File: config.mk
export PLATFORM = sky130hd
export DESIGN_NAME = demux1_to_2_ctrl
export DESIGN_NICKNAME = d
export VERILOG_FILES = /design/src/rtl/demux1_to_2_ctrl.sv
export SDC_FILE = /design/constraint.sdc
export NUM_CORES = 1
export LEC_CHECK = 0
export ABC_CLOCK_PERIOD_IN_PS = 2050
export BUFFER_PORTS_ARGS = -buffer_cell sky130_fd_sc_hd__clkbuf_2
export CAP_MARGIN = 15
export CORE_ASPECT_RATIO = 0.9
export CORE_MARGIN = 2
export CORE_UTILIZATION = 30
export CTS_BUF_LIST = sky130_fd_sc_hd__clkbuf_16
export DETAILED_ROUTE_END_ITERATION = 6
export HOLD_SLACK_MARGIN = 0.12
export PLACE_DENSITY_LB_ADDON = 0.05
export SETUP_SLACK_MARGIN = 0.02
export SLEW_MARGIN = 25
export SYNTH_ARGS = -nofsm -noshare
export SYNTH_HDL_FRONTEND = slang
export SYNTH_SLANG_ARGS = --single-unit
export TNS_END_PERCENT = 100
File: constraint.sdc
create_clock -name clk -period 2.05 [get_ports clk]
set_input_delay 0.3075 -clock clk [delete_from_list [all_inputs] [get_ports clk]]
set_output_delay 0.3075 -clock clk [all_outputs]
set_load 0.01 [all_outputs]
File: src/rtl/demux1_to_2_ctrl.sv
// Dispatch controller for a 1-to-2 demux: steers a valid/ready word stream into two 1-deep lane registers.
// Optional per-lane saturating dispatch counters are built when DEMUX_CTRL_STATS_EN is defined.
module demux1_to_2_ctrl #(
  parameter int N     = 10,
  parameter int CNT_W = 16
) (
  input  logic             clk,
  input  logic             rst,
  input  logic             in_valid,
  output logic             in_ready,
  input  logic [N-1:0]     in_data,
  input  logic             in_force,
  input  logic             in_lane,
  output logic             lane_sel,
  output logic             out0_valid,
  input  logic             out0_ready,
  output logic [N-1:0]     out0_data,
  output logic             out1_valid,
  input  logic             out1_ready,
  output logic [N-1:0]     out1_data,
  output logic [CNT_W-1:0] cnt0,
  output logic [CNT_W-1:0] cnt1
);

  typedef enum logic {PREF0 = 1'b0, PREF1 = 1'b1} rr_e;

  rr_e          rr_q, rr_d;
  logic         out0_valid_q, out0_valid_d;
  logic         out1_valid_q, out1_valid_d;
  logic [N-1:0] out0_data_q, out0_data_d;
  logic [N-1:0] out1_data_q, out1_data_d;

  logic free0, free1, rr_bit, free_rr, accept, load0, load1;

  // NOTE: every signal written here gets a value on every path first, so no latches are inferred.
  always_comb begin
    free0        = !out0_valid_q | out0_ready;
    free1        = !out1_valid_q | out1_ready;
    rr_bit       = (rr_q == PREF1);
    free_rr      = rr_bit ? free1 : free0;
    // in_ready never looks at in_valid, so a source may wait on it without a loop.
    in_ready     = in_force ? (in_lane ? free1 : free0) : (free0 | free1);
    lane_sel     = in_force ? in_lane : (free_rr ? rr_bit : ~rr_bit);
    accept       = in_valid & in_ready;
    load0        = accept & ~lane_sel;
    load1        = accept &  lane_sel;
    rr_d         = accept ? rr_e'(~lane_sel) : rr_q;
    out0_valid_d = load0 | (out0_valid_q & ~out0_ready);
    out1_valid_d = load1 | (out1_valid_q & ~out1_ready);
    out0_data_d  = load0 ? in_data : out0_data_q;
    out1_data_d  = load1 ? in_data : out1_data_q;
  end

  // NOTE: state registers use non-blocking assignments so all flops update together at the edge.
  always_ff @(posedge clk or posedge rst) begin
    if (rst) begin
      rr_q         <= PREF0;
      out0_valid_q <= 1'b0;
      out1_valid_q <= 1'b0;
      out0_data_q  <= '0;
      out1_data_q  <= '0;
    end else begin
      rr_q         <= rr_d;
      out0_valid_q <= out0_valid_d;
      out1_valid_q <= out1_valid_d;
      out0_data_q  <= out0_data_d;
      out1_data_q  <= out1_data_d;
    end
  end

  assign out0_valid = out0_valid_q;
  assign out1_valid = out1_valid_q;
  assign out0_data  = out0_data_q;
  assign out1_data  = out1_data_q;

`ifdef DEMUX_CTRL_STATS_EN
  logic [CNT_W-1:0] cnt0_q, cnt0_d, cnt1_q, cnt1_d;

  // Counters stick at all-ones rather than wrapping.
  always_comb begin
    cnt0_d = (load0 && (cnt0_q != '1)) ? cnt0_q + CNT_W'(1) : cnt0_q;
    cnt1_d = (load1 && (cnt1_q != '1)) ? cnt1_q + CNT_W'(1) : cnt1_q;
  end

  always_ff @(posedge clk or posedge rst) begin
    if (rst) begin
      cnt0_q <= '0;
      cnt1_q <= '0;
    end else begin
      cnt0_q <= cnt0_d;
      cnt1_q <= cnt1_d;
    end
  end

  assign cnt0 = cnt0_q;
  assign cnt1 = cnt1_q;
`else
  assign cnt0 = '0;
  assign cnt1 = '0;
`endif

endmodule
**Word level (Yosys, flattened, before mapping)**

Cells that the tools add are included.

- Logic and storage cells: 26
- Output and inout port bits: 56
- Flip-flop bits (word level): 23

- Bitwise operators: 14
- Muxes and demuxes: 5
- Reductions and logical operators: 2

Operators by type and width:

| operator | number |
|---|---|
| $and 1x1->1 | 5 |
| $mux 1 | 5 |
| $or 1x1->1 | 5 |
| $not 1->1 | 4 |
| $logic_not 1->1 | 2 |

**Longest topological paths before layout**

Gate-level depths: netlist (run 1).

- Word-level depth: 8
- Gate-level depth with buffers: 5
- Depth with buffers taken out: 4

**Worst setup path after synthesis (run 1)**

Ideal clock, no wire load.

- Path type: reg2reg
- Start: register out1_valid_q (netlist: out1_valid)
- End: register out1_data_q[0] (netlist: out1_data[0])
- Library setup time: 0.125 ns
- Stages on the path, launching flop included: 6
- Clock period less this slack: 1.715 ns
- Buffers on the path: 1
- Arrival time: 1.589 ns
- Path slack: 0.335 ns
- Cell sequence: dfrtp_1 -> nor2b_2 -> o221ai_2 -> nor3b_2 -> buf_6 -> mux2_4

- Word-level cells in the longest chain between the ends: 6
- Elaborated cells between the ends (all ways): 10
- Those cells by class: mux: 5; bitwise: 4; reduce/logical: 1

Ends and longest elaborated chain:

| what | line | text |
|---|---|---|
| from (decl) | 29 | `logic out1_valid_q, out1_valid_d;` |
| from (signal assigned) | 65 | `out1_valid_q <= out1_valid_d;` |
| $logic_not 1->1 | 38 | `free1 = !out1_valid_q \| out1_ready;` |
| $or 1x1->1 | 38 |  |
| $mux 1 | 40 | `free_rr = rr_bit ? free1 : free0;` |
| $mux 1 (2 in a row) | 43 | `lane_sel = in_force ? in_lane : (free_rr ? rr_bit : ~rr_bit);` |
| named net lane_sel | 14 | `output logic lane_sel,` |
| $and 1x1->1 | 46 | `load1 = accept & lane_sel;` |
| to (signal assigned) | 67 | `out1_data_q <= out1_data_d;` |
| to (decl) | 31 | `logic [N-1:0] out1_data_q, out1_data_d;` |

The timed path passes the listed nets, and every way through them passes these cells.
A chain may end at the register's enable or synchronous reset.

**Worst setup path in the final report (run 1)**

- Start: register rr_q (netlist: rr_bit)
- End: register out1_data_q[8] (netlist: out1_data[8])

- Word-level cells in the longest chain between the ends: 4
- Elaborated cells between the ends (all ways): 5
- Those cells by class: mux: 3; bitwise: 2

Ends and longest elaborated chain:

| what | line | text |
|---|---|---|
| from (decl) | 27 | `rr_e rr_q, rr_d;` |
| from (signal assigned) | 63 | `rr_q <= rr_d;` |
| $mux 1 or $not 1->1 (tied branches) | 40, 43 |  |
| $mux 1 * (2 in a row) | 43 |  |
| $and 1x1->1 * | 46 |  |

Mark *: on every way between the ends. The rest lies on a longest branch, timed or not.

==> impl_metrics.ini, run 1 <==
[status]
run_status = finished clean

[clock_network]
cts_root_buf = clkbuf_16
clk_pin_slew_worst_paths_ns = 0.06
cts-resized-gates = 0
cts_buffer_depth = 2
cts-htree-levels = 1
cts.sink_count = 23
cts_made_buffers = 3
worstSkewPairLatency_ns = 0.25
cts_tree = done

[timing]
slew_violations = 0
whs_ns = 0.295
setup_tns_ns = 0
postLayoutSetupSlackWorst_ns = 0.329
layout_worst_path_cycle_share_pct = 84.0
timing.final.crit_period_ns = 1.72
final_count_of_negative_setup_slack_endpoints = 0
maxClockFrequency_mhz = 581
grt_setup_unrepaired = no
finalHoldViolCount = 0
clock-skew-final_ns = 0.00158

[routing]
routed_via_density = 3.96
drt.antenna.violating_nets = 0
firstDrtPassIters = 2
first_iter_violations = 12
wl_per_cell_um = 11.5
remaining_drc_errors = 0
route.vias.total = 752
wirelength_um = 2180

[setup_path]
cp-end-kind = flip-flop
path_cells = or2_1 > o221ai_2 > nor3b_2 > buf_12 > mux2_2
endpoint_arrival_time_on_the_critical_path_ns = 1.86
crit_path_max_fanout = 11
delay_of_the_slowest_cell_on_the_worst_path_ns = 0.39
cpLargestDelayFamily = simple AND/OR/NAND/NOR gates
cp_data_required_time_ns = 2.19
start_kind = flip-flop
worstSetupPathType = reg2reg
critical_path.n_buffers_inverters = 1
cp_slowest_cell = dfrtp_1

[die]
die_area_um2 = 4660
core.rowCount = 22
die_height_um = 65.0
design.portCount = 73
chipWidth_um = 71.7
initial_utilization_pct = 30.8
core_um2 = 4020

[place]
placed_area_um2 = 1400
port_buffer_count = 40
hpwlAfterDp_um = 1670
pre_cts_setup_slack_ns = 0.271
globalplace.congestion = 0.670
numPlacedInstances = 185

[power]
swShare_pct = 29.2
power.share.sequential_pct = 42.1
peakVddDrop_mv = 0.503
leakage_power_of_the_design_nw = 0.768
internal_power_mw = 1.12
power.switching_mw = 0.460
pwr_density_cell_nw_per_um2 = 1060
power.total_mw = 1.58
clock_network_power_share_pct = 26.2
power.share.combinational_pct = 31.7

[logic_synthesis]
syn_inst = 96
syn_area_per_cell_um2 = 12.9
synth-seq-cells = 23
synth_seq_area_share_pct = 46.5
syn-cell-area_um2 = 1240
ys_warn_count = 0
synth_cell_types = 22

[finish]
layout.core_utilization_pct = 37.1
final_cell_area_um2 = 1490
layoutNonFillerInstCount = 190
layout.nets = 160
final_layout_size_suffix_gt1_share_pct = 51.4
area_growth_syn_to_layout_pct = 20.3
antenna-diode-count = 0

[global_routing]
globalRoute.totalOverflow = 0
grt_use_total_pct = 9.93
grt_pass1_vias = 701
global_route_wire_length_before_repair_um = 3510
maximum_number_of_pins_on_one_net_before_global_route_repair = 24
grt_antenna_before_repair = 0

[worst_hold_path]
hold_path_class = in2reg

[job]
timing.max_cap.violations = 0
[kinds of logic after synthesis]
kind of cell           after synthesis  share of synthesized area, %
flip-flops                          23                          46.5
buffers and inverters               35                          21.0
multiplexers                        20                          20.9
AND/OR/NAND/NOR                     12                          7.78
other                                1                         0.303
AO/OA/AOI/OAI                        5                          3.54
[what timing repair did]
item / 4_1_cts / 5_1_grt
hold endpoints to repair: 23 / 0
hold buffers: 1 / 0
buffers inserted: 0 / 0
[registers in the layout, indices dropped and copies added, names as in the netlist]
register,cells
out0_valid,1
out1_valid,1
rr_bit,1
out1_data,10
out0_data,10
[layer usage]
metal	wire, um	global-route usage, %	up-vias
li1	-	-	351
met1	919	13.1	354
met2	1060	15.0	43
met4	17	2.83	0
met3	184	3.89	4
met5	0	0	-
[worst reg2reg max path, stage by stage (launching register included)]
cell and delay, ns:
dfrtp_1 0.39, or2_1 0.22, o221ai_2 0.20, nor3b_2 0.28, buf_12 0.19, mux2_2 0.33
[cell usage in the layout (no fill, tap or decap), drive strengths merged, types with 2 or more instances in the layout]
cell / synthesis / layout
buf: 34 / 4
clkbuf: 0 / 43
conb: 1 / 32
dfrtp: 23 / 23
inv: 1 / 2
mux2: 20 / 20
nand2b: 4 / 4
o21ai: 2 / 2
or2: 2 / 2
[cells in the mapped netlist (all sizes together)]
master	instances	area share, %
a21boi	1	0.91
o221ai	1	1.2
nand2	1	0.30
or2	2	1.0
nor2	1	0.30
inv	1	0.30
o31ai	1	0.61
o21ai	2	0.81
dfrtp	23	46
conb	1	0.30
nor3	1	0.81
nand2b	4	2.6
buf	34	21
and4bb	1	1.0
nor3b	1	1.0
nor2b	1	0.71
mux2	20	21
[worst paths after layout]
path	startpoint	depth (start not counted)	to	slack, ns
setup reg to reg	rr_bit	5	out1_data[8]	0.33
hold reg to reg	out0_data[8]	1	out0_data[8]	0.49
min in group asynchronous	rst	4	out0_data[6]	0.62
hold / removal	in_data[8]	2	out0_data[8]	0.30
max in group asynchronous	rst	4	out0_data[0]	1.20
setup / recovery	rr_bit	5	out1_data[8]	0.33
[power by group through the flow]
stage	logic, mW	registers, mW	clock network, mW
finish	0.501	0.664	0.413
global route	0.549	0.683	0.452
CTS	0.512	0.668	0.433
detailed placement	0.509	0.671	0
global placement	0.506	0.669	0
floorplan	0.292	0.723	0
[layout make-up]
class	count	area, um2
timing repair buffer	45	253
inverter	1	3.75
sequential	23	576
tap	48	60.1
fill	426	2530
clock buffer	3	75.1
multi-input combinational	69	519
clock inverter	1	3.75
Note: power is estimated with default switching activity, not from simulation.
==> run 2, diff against run 1 <==
- ABC_CLOCK_PERIOD_IN_PS: 2050 -> 1600
- clock period: 2.05 -> 1.6 ns (I/O delays scaled with it)
==> run 2 against run 1 <==
- the flow now finishes with violations (negative setup slack)
- core utilization is 2.5 points higher
- non-clock buffer count rose by 5
- via count unchanged
- die area stayed put
- maximum frequency rose by 3.0%
- final cell count rose by 2.6%
- sequential cell count did not move
- global-route usage shrank 0.56 points
- register-to-register slack worse by 0.40 ns
- critical path depth is the same
- critical path type unchanged
- critical endpoint unchanged
- largest cell class unchanged
- highest routed layer unchanged
==> impl_metrics.ini, run 2 (same netlist as run 1, synthesis figures left out) <==
[routing]
first_iter_violations = 14
remaining_drc_errors = 0
route.vias.total = 752
wl_per_cell_um = 10.9
routed_via_density = 3.86
firstDrtPassIters = 3
drt.antenna.violating_nets = 0
wirelength_um = 2130

[setup_path]
cp_slowest_cell = dfrtp_1
cp_data_required_time_ns = 1.74
delay_of_the_slowest_cell_on_the_worst_path_ns = 0.42
worstSetupPathType = reg2reg
cpLargestDelayFamily = simple AND/OR/NAND/NOR gates
start_kind = flip-flop
path_cells = and4bb_2 > nand2b_4 > nor3b_4 > buf_12 > mux2_4
crit_path_max_fanout = 6
critical_path.n_buffers_inverters = 1
endpoint_arrival_time_on_the_critical_path_ns = 1.81
cp-end-kind = flip-flop

[finish]
most_common_cell_after_layout_fill_and_taps_aside = clkbuf_2
final_cell_area_um2 = 1590
area_growth_syn_to_layout_pct = 28.4
layoutNonFillerInstCount = 195
antenna-diode-count = 0
layout.core_utilization_pct = 39.6
most-common-layout-cells = 40 x clkbuf_2, 32 x conb_1, 23 x dfrtp_1
final_layout_size_suffix_gt1_share_pct = 54.4
layout.nets = 165
fill_cells = 398

[timing]
final_count_of_negative_setup_slack_endpoints = 20
layout_worst_path_cycle_share_pct = 104
maxClockFrequency_mhz = 599
setup_tns_ns = -0.704
timing.final.crit_period_ns = 1.67
postLayoutSetupSlackWorst_ns = -0.0705
clock-skew-final_ns = 0.00400
grt_setup_unrepaired = yes
slew_violations = 0
finalHoldViolCount = 0
whs_ns = 0.231

[power]
power.total_mw = 2.08
peakVddDrop_mv = 0.680
pwr_density_cell_nw_per_um2 = 1310
leakage_power_of_the_design_nw = 0.816

[die]
die_area_um2 = 4660
chipWidth_um = 71.7
initial_utilization_pct = 30.8
core.rowCount = 22
die_height_um = 65.0
design.portCount = 73
core_um2 = 4020

[job]
timing.max_cap.violations = 0

[clock_network]
cts-htree-levels = 1
cts_root_buf = clkbuf_16
cts_buffer_depth = 2
cts.sink_count = 23
cts_made_buffers = 3
cts_tree = done
worstSkewPairLatency_ns = 0.25
clk_pin_slew_worst_paths_ns = 0.06

[global_routing]
maximum_number_of_pins_on_one_net_before_global_route_repair = 24
grt_pass1_vias = 703
grt_use_total_pct = 9.36
globalRoute.totalOverflow = 0
global_route_wire_length_before_repair_um = 3310
grt_antenna_before_repair = 0

[place]
port_buffer_count = 40
numPlacedInstances = 189
globalplace.congestion = 0.719
hpwlAfterDp_um = 1670
pre_cts_setup_slack_ns = -0.0927
placed_area_um2 = 1450

[status]
run_status = finished with violations
violations_in_the_final_reports = negative setup slack

[worst_hold_path]
hold_path_class = in2reg
==> run 2: timing repair <==
action                                 4_1_cts  5_1_grt
setup endpoints to repair                   22       22
endpoints found under the hold margin       23        0
pin swaps                                    2        2
hold buffers                                 1        0
resized for setup                            6        3
setup buffers                                0        1
==> run 2: report_power, final <==
| part | switching (mW) | internal [mW] | leakage (nW) |
|---|---|---|---|
| clock | 0.199 | 0.333 | 0.0423 |
| sequential | 0.0939 | 0.753 | 0.271 |
| combinational | 0.315 | 0.390 | 0.503 |
==> run 2: final cells by class <==
cell class | count | area [um2] | share of cell area [%]
sequential | 23 | 576 | 36.2
multi-input combinational | 69 | 571 | 35.9
timing repair buffer | 50 | 302 | 19.0
clock buffer | 3 | 75.1 | 4.72
tap | 48 | 60.1 | 3.78
clock inverter | 1 | 3.75 | 0.236
inverter | 1 | 3.75 | 0.236
==> run 2: final timing paths <==
check / cells past startpoint / start / slack (ns) / endpoint
setup reg to reg: 5 / out0_valid / -0.07 / out1_data[8]
setup / recovery: 5 / out0_valid / -0.07 / out1_data[8]
max in group asynchronous: 4 / rst / 0.82 / out1_data[0]
hold / removal: 2 / in_data[3] / 0.23 / out1_data[3]
min in group asynchronous: 4 / rst / 0.55 / out1_data[3]
hold reg to reg: 1 / out0_data[4] / 0.51 / out0_data[4]
==> run 2: layer usage <==
| layer | share of wire, % | vias to the layer above | global-route usage, % | wire length (um) |
|---|---|---|---|---|
| met2 | 50 | 38 | 15.4 | 1050 |
| met1 | 42 | 356 | 11.7 | 893 |
| met4 | 0.85 | 0 | 2.12 | 18 |
| li1 | - | 356 | - | - |
| met5 | 0 | - | 0 | 0 |
| met3 | 7.6 | 2 | 3.42 | 162 |
==> run 3, diff against run 2 <==
- GPL_ROUTABILITY_DRIVEN: unset -> 0
- HOLD_SLACK_MARGIN: 0.12 -> unset
- PLACE_DENSITY_LB_ADDON: 0.05 -> unset
==> run 3 against run 2 <==
- register-to-register slack hardly changed
- sequential cell count is the same
- the run ends with negative hold slack, negative setup slack left
- cell area up 1.0%
- sequential share of layout area is 0.37 points lower
- non-clock buffer count grew 2
- sequential power is 0.8% higher
- die area stayed put
- critical endpoint unchanged
- largest cell class unchanged
- clock power shrank 2%
==> impl_metrics.ini, run 3 (same netlist as run 1, synthesis figures left out) <==
[status]
run_status = finished with violations
violations_in_the_final_reports = negative hold slack, negative setup slack

[power]
power.total_mw = 2.10
power.share.sequential_pct = 40.6
internal_power_mw = 1.49
power.share.combinational_pct = 34.7
leakage_power_of_the_design_nw = 0.828
clock_network_power_share_pct = 24.7
power.switching_mw = 0.609
swShare_pct = 28.9
pwr_density_cell_nw_per_um2 = 1310
peakVddDrop_mv = 0.752

[setup_path]
crit_path_max_fanout = 7
delay_of_the_slowest_cell_on_the_worst_path_ns = 0.39
cp-end-kind = flip-flop
cp_slowest_cell = dfrtp_1
endpoint_arrival_time_on_the_critical_path_ns = 1.79
path_cells = or2_1 > o221ai_4 > nor3b_4 > buf_12 > mux2_4
worstSetupPathType = reg2reg
reg2reg_slack_ns = -0.06
cpLargestDelayFamily = simple AND/OR/NAND/NOR gates
cp_data_required_time_ns = 1.73
start_kind = flip-flop
critical_path.n_buffers_inverters = 1

[global_routing]
global_route_wire_length_before_repair_um = 3510
maximum_number_of_pins_on_one_net_before_global_route_repair = 24
grt_antenna_before_repair = 0
grt_use_total_pct = 9.50
grt_pass1_vias = 749
globalRoute.totalOverflow = 0

[die]
core.rowCount = 22
design.portCount = 73
core_um2 = 4020
die_height_um = 65.0
chipWidth_um = 71.7
die_area_um2 = 4660
initial_utilization_pct = 30.8

[place]
pre_cts_setup_slack_ns = -0.102
hpwlAfterDp_um = 1740
numPlacedInstances = 190
placed_area_um2 = 1460
port_buffer_count = 40

[clock_network]
clk_pin_slew_worst_paths_ns = 0.06
worstSkewPairLatency_ns = 0.25
postCtsHoldBufs = 0
cts_made_buffers = 3
cts_tree = done
cts_root_buf = clkbuf_16
cts.sink_count = 23
cts-htree-levels = 1
cts_buffer_depth = 2

[routing]
remaining_drc_errors = 0
first_iter_violations = 12
routed_via_density = 3.90
route.vias.total = 768
firstDrtPassIters = 2
wirelength_um = 2140
wl_per_cell_um = 10.9
drt.antenna.violating_nets = 0

[finish]
antenna-diode-count = 0
final_cell_area_um2 = 1610
area_growth_syn_to_layout_pct = 29.7
most_common_cell_after_layout_fill_and_taps_aside = clkbuf_2
layout.core_utilization_pct = 40.0
final_layout_size_suffix_gt1_share_pct = 55.7
most-common-layout-cells = 40 x clkbuf_2, 32 x conb_1, 23 x dfrtp_1
layoutNonFillerInstCount = 197
layout.nets = 167

[timing]
finalHoldViolCount = 2
final_count_of_negative_setup_slack_endpoints = 18
layout_worst_path_cycle_share_pct = 104
setup_tns_ns = -0.740
timing.final.crit_period_ns = 1.66
slew_violations = 0
postLayoutSetupSlackWorst_ns = -0.0605
clock-skew-final_ns = 0.000776
whs_ns = -0.00185
grt_setup_unrepaired = yes
maxClockFrequency_mhz = 602

[job]
timing.max_cap.violations = 0

[worst_hold_path]
hold_path_class = in2async
## run 3: changes by cell type in the layout (fill, tap and decap cells not counted)
cell / delta
buf_4: +2
buf_6: +1
dlygate4sd3_1: -1
## run 3: layer usage
layer | vias up | track usage (%) | wire [um]
met5 | - | 0 | 0
met4 | 0 | 1.42 | 0
met3 | 0 | 3.11 | 193
met2 | 49 | 15.7 | 1030
met1 | 358 | 12.3 | 913
li1 | 361 | - | -
## run 3: path summary, 6_finish.rpt
check	start	end	cells after the start
setup / recovery	rr_bit	out1_data[8]	5
hold / removal	rst	out0_data[9]	3
setup reg to reg	rr_bit	out1_data[8]	5
hold reg to reg	out0_data[9]	out0_data[9]	1
max in group asynchronous	rst	rr_bit	3
min in group clk	in_data[0]	out1_data[0]	2
## run 3: final cells by class
class | instances | area (um2)
multi-input combinational | 69 | 571
clock buffer | 3 | 75.1
fill | 389 | 2410
sequential | 23 | 576
tap | 48 | 60.1
timing repair buffer | 52 | 318
inverter | 1 | 3.75
clock inverter | 1 | 3.75
## run 3: worst min-delay path, cell delays in order
cell and delay [ns]:
clkbuf_2 0.08, inv_1 0.04, buf_4 0.28
## run 3: repair_timing
item	4_1_cts	5_1_grt
setup endpoints to repair	22	22
buffers inserted	0	3
gates resized for setup	5	5
pin swaps	2	3
## run 3: power groups by stage
stage | Clock, mW | Combinational (mW) | Sequential, mW
after floorplan | 0 | 0.390 | 0.926
after global routing | 0.567 | 0.793 | 0.880
after detailed placement | 0 | 0.691 | 0.862
final | 0.520 | 0.729 | 0.854
after global placement | 0 | 0.681 | 0.857
after CTS | 0.541 | 0.706 | 0.861
